### config.mk
export PLATFORM = sky130hd
export DESIGN_NAME = bus_arbiter
export DESIGN_NICKNAME = d
export VERILOG_FILES = /design/src/rtl/bus_arbiter.sv
export SDC_FILE = /design/constraint.sdc
export NUM_CORES = 1
export LEC_CHECK = 0
export ABC_AREA = 1
export CAP_MARGIN = 20
export CORE_MARGIN = 2
export CORE_UTILIZATION = 35
export DETAILED_ROUTE_END_ITERATION = 6
export PLACE_DENSITY_LB_ADDON = 0.1
export SLEW_MARGIN = 20
export SYNTH_ARGS = -nofsm -noshare
export SYNTH_HDL_FRONTEND = slang
export SYNTH_SLANG_ARGS = --single-unit
### constraint.sdc
create_clock -name clk -period 2.1 [get_ports clk]
set_input_delay 0.63 -clock clk [delete_from_list [all_inputs] [get_ports clk]]
set_output_delay 0.63 -clock clk [all_outputs]
set_load 0.02 [all_outputs]
### src/rtl/bus_arbiter.sv
// Two-master (data, instruction fetch) arbiter onto a single Wishbone-style bus.
// Data has fixed priority; each transaction is bounded by a TIMEOUT-cycle watchdog.
module bus_arbiter #(
  parameter int unsigned TIMEOUT = 255
) (
  input  logic        clk,
  input  logic        rst,

  input  logic        if_ce_i,
  input  logic [31:0] if_addr_i,
  output logic [31:0] if_data_o,
  output logic        if_stallreq_o,

  input  logic        mem_ce_i,
  input  logic        mem_we_i,
  input  logic [3:0]  mem_sel_i,
  input  logic [31:0] mem_addr_i,
  input  logic [31:0] mem_data_i,
  output logic [31:0] mem_data_o,
  output logic        mem_stallreq_o,

  input  logic        flush_i,

  output logic        bus_cyc_o,
  output logic        bus_stb_o,
  output logic        bus_we_o,
  output logic [3:0]  bus_sel_o,
  output logic [31:0] bus_addr_o,
  output logic [31:0] bus_data_o,
  input  logic [31:0] bus_data_i,
  input  logic        bus_ack_i,
  output logic        bus_err_o
);

  // Counter only ever holds 0..TIMEOUT-1; the last value triggers the abort.
  localparam int unsigned CntW = (TIMEOUT > 1) ? $clog2(TIMEOUT) : 1;
  localparam logic [CntW-1:0] CntLast = CntW'(TIMEOUT - 1);

  typedef enum logic [1:0] {StIdle, StBusyMem, StBusyIf, StDone} state_e;
  typedef enum logic {OwnerMem, OwnerIf} owner_e;

  state_e          state_q, state_d;
  owner_e          owner_q, owner_d;
  logic [CntW-1:0] cnt_q, cnt_d;
  logic [31:0]     rbuf_q, rbuf_d;
  logic            discard_q, discard_d;
  logic            err_q, err_d;
  logic            cyc_q, cyc_d;
  logic            stb_q, stb_d;
  logic            we_q, we_d;
  logic [3:0]      sel_q, sel_d;
  logic [31:0]     addr_q, addr_d;
  logic [31:0]     wdata_q, wdata_d;

  logic start_mem, start_if, timeout, done_mem, done_if;

  assign timeout  = (cnt_q == CntLast) && !bus_ack_i;
  assign done_mem = (state_q == StDone) && (owner_q == OwnerMem);
  assign done_if  = (state_q == StDone) && (owner_q == OwnerIf);

  always_comb begin
    state_d   = state_q;
    owner_d   = owner_q;
    cnt_d     = cnt_q;
    rbuf_d    = rbuf_q;
    discard_d = discard_q;
    err_d     = 1'b0;
    cyc_d     = cyc_q;
    stb_d     = stb_q;
    we_d      = we_q;
    sel_d     = sel_q;
    addr_d    = addr_q;
    wdata_d   = wdata_q;
    start_mem = 1'b0;
    start_if  = 1'b0;

    unique case (state_q)
      StIdle: begin
        if (mem_ce_i) begin
          start_mem = 1'b1;
        end else if (if_ce_i) begin
          start_if = 1'b1;
        end
      end
      StBusyMem, StBusyIf: begin
        if ((state_q == StBusyIf) && flush_i) begin
          discard_d = 1'b1;
        end
        if (bus_ack_i || timeout) begin
          cyc_d   = 1'b0;
          stb_d   = 1'b0;
          we_d    = 1'b0;
          sel_d   = '0;
          addr_d  = '0;
          wdata_d = '0;
          cnt_d   = '0;
          err_d   = !bus_ack_i;
          rbuf_d  = (bus_ack_i && !we_q) ? bus_data_i : '0;
          // A flushed fetch still finishes on the bus but never reaches the fetch port.
          if ((state_q == StBusyIf) && (discard_q || flush_i)) begin
            state_d   = StIdle;
            discard_d = 1'b0;
          end else begin
            state_d = StDone;
          end
        end else begin
          cnt_d = cnt_q + 1'b1;
        end
      end
      StDone: begin
        state_d = StIdle;
        if (!mem_ce_i && if_ce_i) begin
          start_if = 1'b1;
        end
      end
      default: state_d = StIdle;
    endcase

    if (start_mem) begin
      state_d = StBusyMem;
      owner_d = OwnerMem;
      cnt_d   = '0;
      cyc_d   = 1'b1;
      stb_d   = 1'b1;
      we_d    = mem_we_i;
      sel_d   = mem_sel_i;
      addr_d  = mem_addr_i;
      wdata_d = mem_data_i;
    end else if (start_if) begin
      state_d = StBusyIf;
      owner_d = OwnerIf;
      cnt_d   = '0;
      cyc_d   = 1'b1;
      stb_d   = 1'b1;
      we_d    = 1'b0;
      sel_d   = 4'b1111;
      addr_d  = if_addr_i;
      wdata_d = '0;
    end
  end

  always_ff @(posedge clk or negedge rst) begin
    if (!rst) begin
      state_q   <= StIdle;
      owner_q   <= OwnerMem;
      cnt_q     <= '0;
      rbuf_q    <= '0;
      discard_q <= 1'b0;
      err_q     <= 1'b0;
      cyc_q     <= 1'b0;
      stb_q     <= 1'b0;
      we_q      <= 1'b0;
      sel_q     <= '0;
      addr_q    <= '0;
      wdata_q   <= '0;
    end else begin
      state_q   <= state_d;
      owner_q   <= owner_d;
      cnt_q     <= cnt_d;
      rbuf_q    <= rbuf_d;
      discard_q <= discard_d;
      err_q     <= err_d;
      cyc_q     <= cyc_d;
      stb_q     <= stb_d;
      we_q      <= we_d;
      sel_q     <= sel_d;
      addr_q    <= addr_d;
      wdata_q   <= wdata_d;
    end
  end

  assign bus_cyc_o      = cyc_q;
  assign bus_stb_o      = stb_q;
  assign bus_we_o       = we_q;
  assign bus_sel_o      = sel_q;
  assign bus_addr_o     = addr_q;
  assign bus_data_o     = wdata_q;
  assign bus_err_o      = err_q;

  assign mem_data_o     = done_mem ? rbuf_q : '0;
  assign if_data_o      = done_if ? rbuf_q : '0;
  assign mem_stallreq_o = mem_ce_i && !done_mem;
  assign if_stallreq_o  = if_ce_i && !done_if;

endmodule

After elaboration in Yosys (flattened, before gate mapping)

Index checks and enable logic that the tools add are counted.

ROM bits: 0
RAM bits: 0
Memories: 0
Bits in registers: 115
Bits of input ports: 139
Bits in latches: 0

$mul: 0
Multiplexer cells: 41
Divide/modulo/power cells: 0
Add/sub/neg operators: 1
Reductions and logical operators: 25
Shifts and indexed selects: 0
$lt $le $gt $ge: 0
Equal/unequal tests: 5
Bitwise gates (word level): 1

Operators by type and width:

| operator              | count |
|---|---|
| $mux W32              | 9 |
| $mux W8               | 4 |
| $mux W1               | 18 |
| $mux W4               | 4 |
| $logic_and A1 B1 Y1   | 9 |
| $add A8 B1 Y8 const B | 1 |
| $eq A8 B8 Y1 const B  | 1 |
| $mux W2               | 4 |
| $reduce_and A2 Y1     | 3 |
| $reduce_bool A3 Y1    | 2 |
| $logic_not A1 Y1      | 5 |
| $eq A2 B2 Y1 const B  | 2 |
| $ne A4 B4 Y1 const B  | 1 |
| $pmux W2 S2           | 1 |
| $reduce_bool A4 Y1    | 1 |
| $eq A2 B1 Y1 const B  | 1 |
| $logic_not A2 Y1      | 1 |
| $logic_or A1 B1 Y1    | 2 |
| $pmux W1 S2           | 1 |
| $reduce_bool A2 Y1    | 1 |
| $reduce_or A2 Y1      | 1 |
| $not A1 Y1            | 1 |

Depth between registers and ports, before layout

Word-level depth: 7
Gate-level depth with buffers: 11
Gate-level depth less buffers: 10

Worst setup path before layout

No wires, ideal clock.

Kind: flip-flop to output port
Start point: register state_q[1]
End point: output port mem_data_o[10]
Data arrival time: 1.325 ns
Stages on the path, launching flop included: 7
Data required time: 1.470 ns
Buffers on the path: 1
Slack: 0.145 ns
Cells stage by stage: dfrtp_1 -> ha_1 -> inv_1 -> nor2_1 -> inv_1 -> clkbuf_1 -> nor2_1

Word-level cells in the longest chain between the ends: 3

Ends and longest elaborated chain:

| element                | RTL line | source |
|---|---|---|
| from (decl)            | 42       | `state_e state_q, state_d;` |
| from (signal assigned) | 144      | `state_q <= StIdle;` |
| from (signal assigned) | 157      | `state_q <= state_d;` |
| $eq A2 B2 Y1           | 58       | `assign done_mem = (state_q == StDone) && (owner_q == OwnerMem);` |
| $logic_and A1 B1 Y1    | 58       |  |
| $mux W32               | 180      | `assign mem_data_o = done_mem ? rbuf_q : '0;` |
| to (decl)              | 19       | `output logic [31:0] mem_data_o,` |

No other way between the ends.

Worst setup path in the final report

Start point: input port mem_ce_i
End point: output port mem_stallreq_o

Word-level cells in the longest chain between the ends: 1

Ends and longest elaborated chain:

| element             | RTL line | source |
|---|---|---|
| from (decl)         | 14       | `input logic mem_ce_i,` |
| $logic_and A1 B1 Y1 | 182      | `assign mem_stallreq_o = mem_ce_i && !done_mem;` |
| to (decl)           | 20       | `output logic mem_stallreq_o,` |

No other way between the ends.

==> reports/qor.txt <==
Post-CTS Hold Buffers: 0
post-route cell area: 0.00963 mm2
number of global-route vias before repair: 5428
area delta synth->final: 74.2%
Pre-Repair DR Iteration Count: 5
Die Y: 130 um
Nets: 1131
Final Max Tran Viols: 0
count of input and output buffers: 276
CTS max path bufs: 2
Final GP Congestion: 0.787
Final Setup Violations: 59
Synth cell types: 24
DR iter-0 viols: 256
leak pwr: 4.53 nW
Synth Net Count: 841
CTS tree: yes
Synth Cell Area: 0.00553 mm2
r2r endpoint: bus_addr_o[4]
register area share after synthesis: 52.0%
outcome: finished, violations left
crit path DAT: 1.68 ns
vias per cell: 4.58
max incr delay on CP: 0.48 ns
Core ar.: 0.0153 mm2
routed len/inst: 14.9 um
maximum VDD drop: 0.000678 V
fraction of layout cells with a size suffix above 1: 20.9%
Final period util: 110%
flop-to-flop setup slack: 0.15 ns
Cell Chain, Critical Path: clkdlybuf4s50_1, inv_1, nor2_1, clkdlybuf4s15_2
Top FF cell, synth: dfrtp_1
Avg Synthesized Cell Area: 7.93 um2
initial antenna violation count: 0
unrepaired setup endpoints after global routing: true
first-pass GRT wire length: 28000 um
HP Class: input port to async pin
H-Tree Depth: 4
most frequent cells in the layout: 234 x nand2_1, 207 x clkdlybuf4s50_1, 115 x dfrtp_1, 94 x nand3_1, 63 x buf_4
root buffer cell: clkbuf_16
Cell Rows: 45
worst endpoint required time: 1.47 ns
filler instances: 1371
antenna fix cells: 0
clock-pin slew on the worst setup and hold paths: 0.05 ns
Clk pwr share: 23.4%
Seq pwr share: 26.6%
Synth warnings: 0
dpl cells: 1170
Setup CP Type: input port to output pin
max_slew headroom: 56.9%
number of synthesized register bits: 115
Hold Vio Cnt, Final: 0
R2R depth: 11
# DRC: 0
Ports: 277
Starting Density: 36.1%
WL final: 18000 um
worst r2r src: state_q[0]
Num Clock Sinks: 115
Routed Antenna Nets: 0
Least-Margin Pin Slew: 0.647 ns
most common cell after layout, fill and taps aside: nand2_1
crit path time final: 2.31 ns
Finished Layout Cells: 1211
pre-CTS WS: -0.559 ns
Comb power frac: 49.9%
gr usage total: 21.7%
switching component of the power: 0.00540 W
post-route setup slack: -0.208 ns
Vias: 5551
Die Area: 0.0168 mm2
type of element launching the critical path: input port
crit path max fanout: 2
Internal: 0.00822 W
EDFF count, synth: 0
pin count of the biggest net entering global routing: 116
fmax: 433 MHz
DP HPWL: 12200 um
max-cap violation count: 0
Worst setup EP type: output pin
post-synthesis cell count: 697
Synth async-reset ratio: 100%
TritonCTS buffer count: 17
total power: 0.0136 W
pwr/cell area: 1410 mW/mm2
switching share of power: 39.6%
Final Skew: 0.00653 ns
total grt overflow: 0
Cell Area, Placed: 0.00865 mm2
Critical-path top delay cell: clkdlybuf4s50_1
Clk Latency, worst-skew pair: 0.41 ns
failing checks: negative setup slack
DIE WIDTH: 130 um
power by group through the flow:
stage | Sequential, W | Combinational [W] | Clock [W]
global route | 0.00375 | 0.00740 | 0.00336
CTS | 0.00363 | 0.00679 | 0.00326
global placement | 0.00361 | 0.00617 | 0
finish | 0.00363 | 0.00680 | 0.00319
detailed placement | 0.00364 | 0.00618 | 0
floorplan | 0.00425 | 0.00282 | 0
state kept, by name (all words and copies together), names as in the netlist:
signal,cells
cnt_q,8
owner_q,1
bus_addr_o,32
state_q,2
bus_data_o,32
bus_stb_o,1
bus_err_o,1
discard_q,1
rbuf_q,32
bus_we_o,1
bus_sel_o,4
layout make-up:
cell class	instances	area [um2]	share of cell area (%)
Sequential cell	115	2880	29.9
Timing Repair Buffer	314	3210	33.3
Clock inverter	11	180	1.87
Inverter	53	204	2.12
Multi-Input combinational cell	486	2430	25.2
Tap cell	211	264	2.74
Clock buffer	21	470	4.88
cells in the mapped netlist (all sizes together), types with 2 or more instances:
master	instances	area [um2]
nor2	78	298
nand3	112	651
ha	5	62.6
o21ai	37	193
nand2	240	916
buf	21	168
inv	53	199
clkbuf	22	82.6
a21oi	7	35.0
a31oi	2	12.5
dfrtp	115	2880
critical path: cells and delay by family:
| kind | cells | cell delay, ns |
|---|---|---|
| AND/OR/NAND/NOR | 1 | 0.21 |
| buffers and inverters | 3 | 0.84 |
cells by family (layout without fill, tap and decap cells):
logic type | after synthesis | count (layout) | synth area share [%]
AND/OR/NAND/NOR | 432 | 432 | 33.9
flip-flops | 115 | 115 | 52.0
buffers and inverters | 96 | 399 | 8.12
AO/OA/AOI/OAI | 47 | 47 | 4.48
adder cells (fa/ha/maj) | 5 | 5 | 1.13
XOR/XNOR | 2 | 2 | 0.317
worst max-delay path by stage:
stage               start             end  slack (ns)  cells past startpoint
5_1_grt        state_q[0]  mem_data_o[18]       -0.27                      7
3_3_place_gp     mem_ce_i  mem_stallreq_o       -0.58                      4
4_1_cts        state_q[1]  mem_data_o[29]       -0.21                      7
6_report         mem_ce_i  mem_stallreq_o       -0.21                      4
2_1_floorplan  state_q[1]  mem_data_o[10]        0.14                      6
3_5_place_dp     mem_ce_i  mem_stallreq_o       -0.56                      4
per-stage QoR:
step	hold WS, ns	util, %	setup TNS, ns
2_1_floorplan	0.334	-	0
3_5_place_dp	0.469	56.5	-15.49
4_1_cts	0.342	62.4	-8.39
3_3_place_gp	0.466	56.5	-12.89
5_1_grt	0.352	62.9	-11.55
6_report	0.299	62.9	-6.35
routing by layer:
| metal | vias up | track usage, % | wire length, um |
|---|---|---|---|
| li1 | 2774 | - | - |
| met1 | 2518 | 24.9 | 7230 |
| met2 | 223 | 36.3 | 8620 |
| met3 | 36 | 8.45 | 1640 |
| met4 | 0 | 8.86 | 538 |
| met5 | - | 0 | 0 |
timing repair:
item | CTS | global route
buffers inserted | 3 | 1
endpoints found under the hold margin | 0 | 0
gates resized for setup | 413 | 15
endpoints found under the setup margin | 67 | 74
cloned | 4 | 1
pin swaps | 3 | 2
Power figures use the tool's default switching activity.
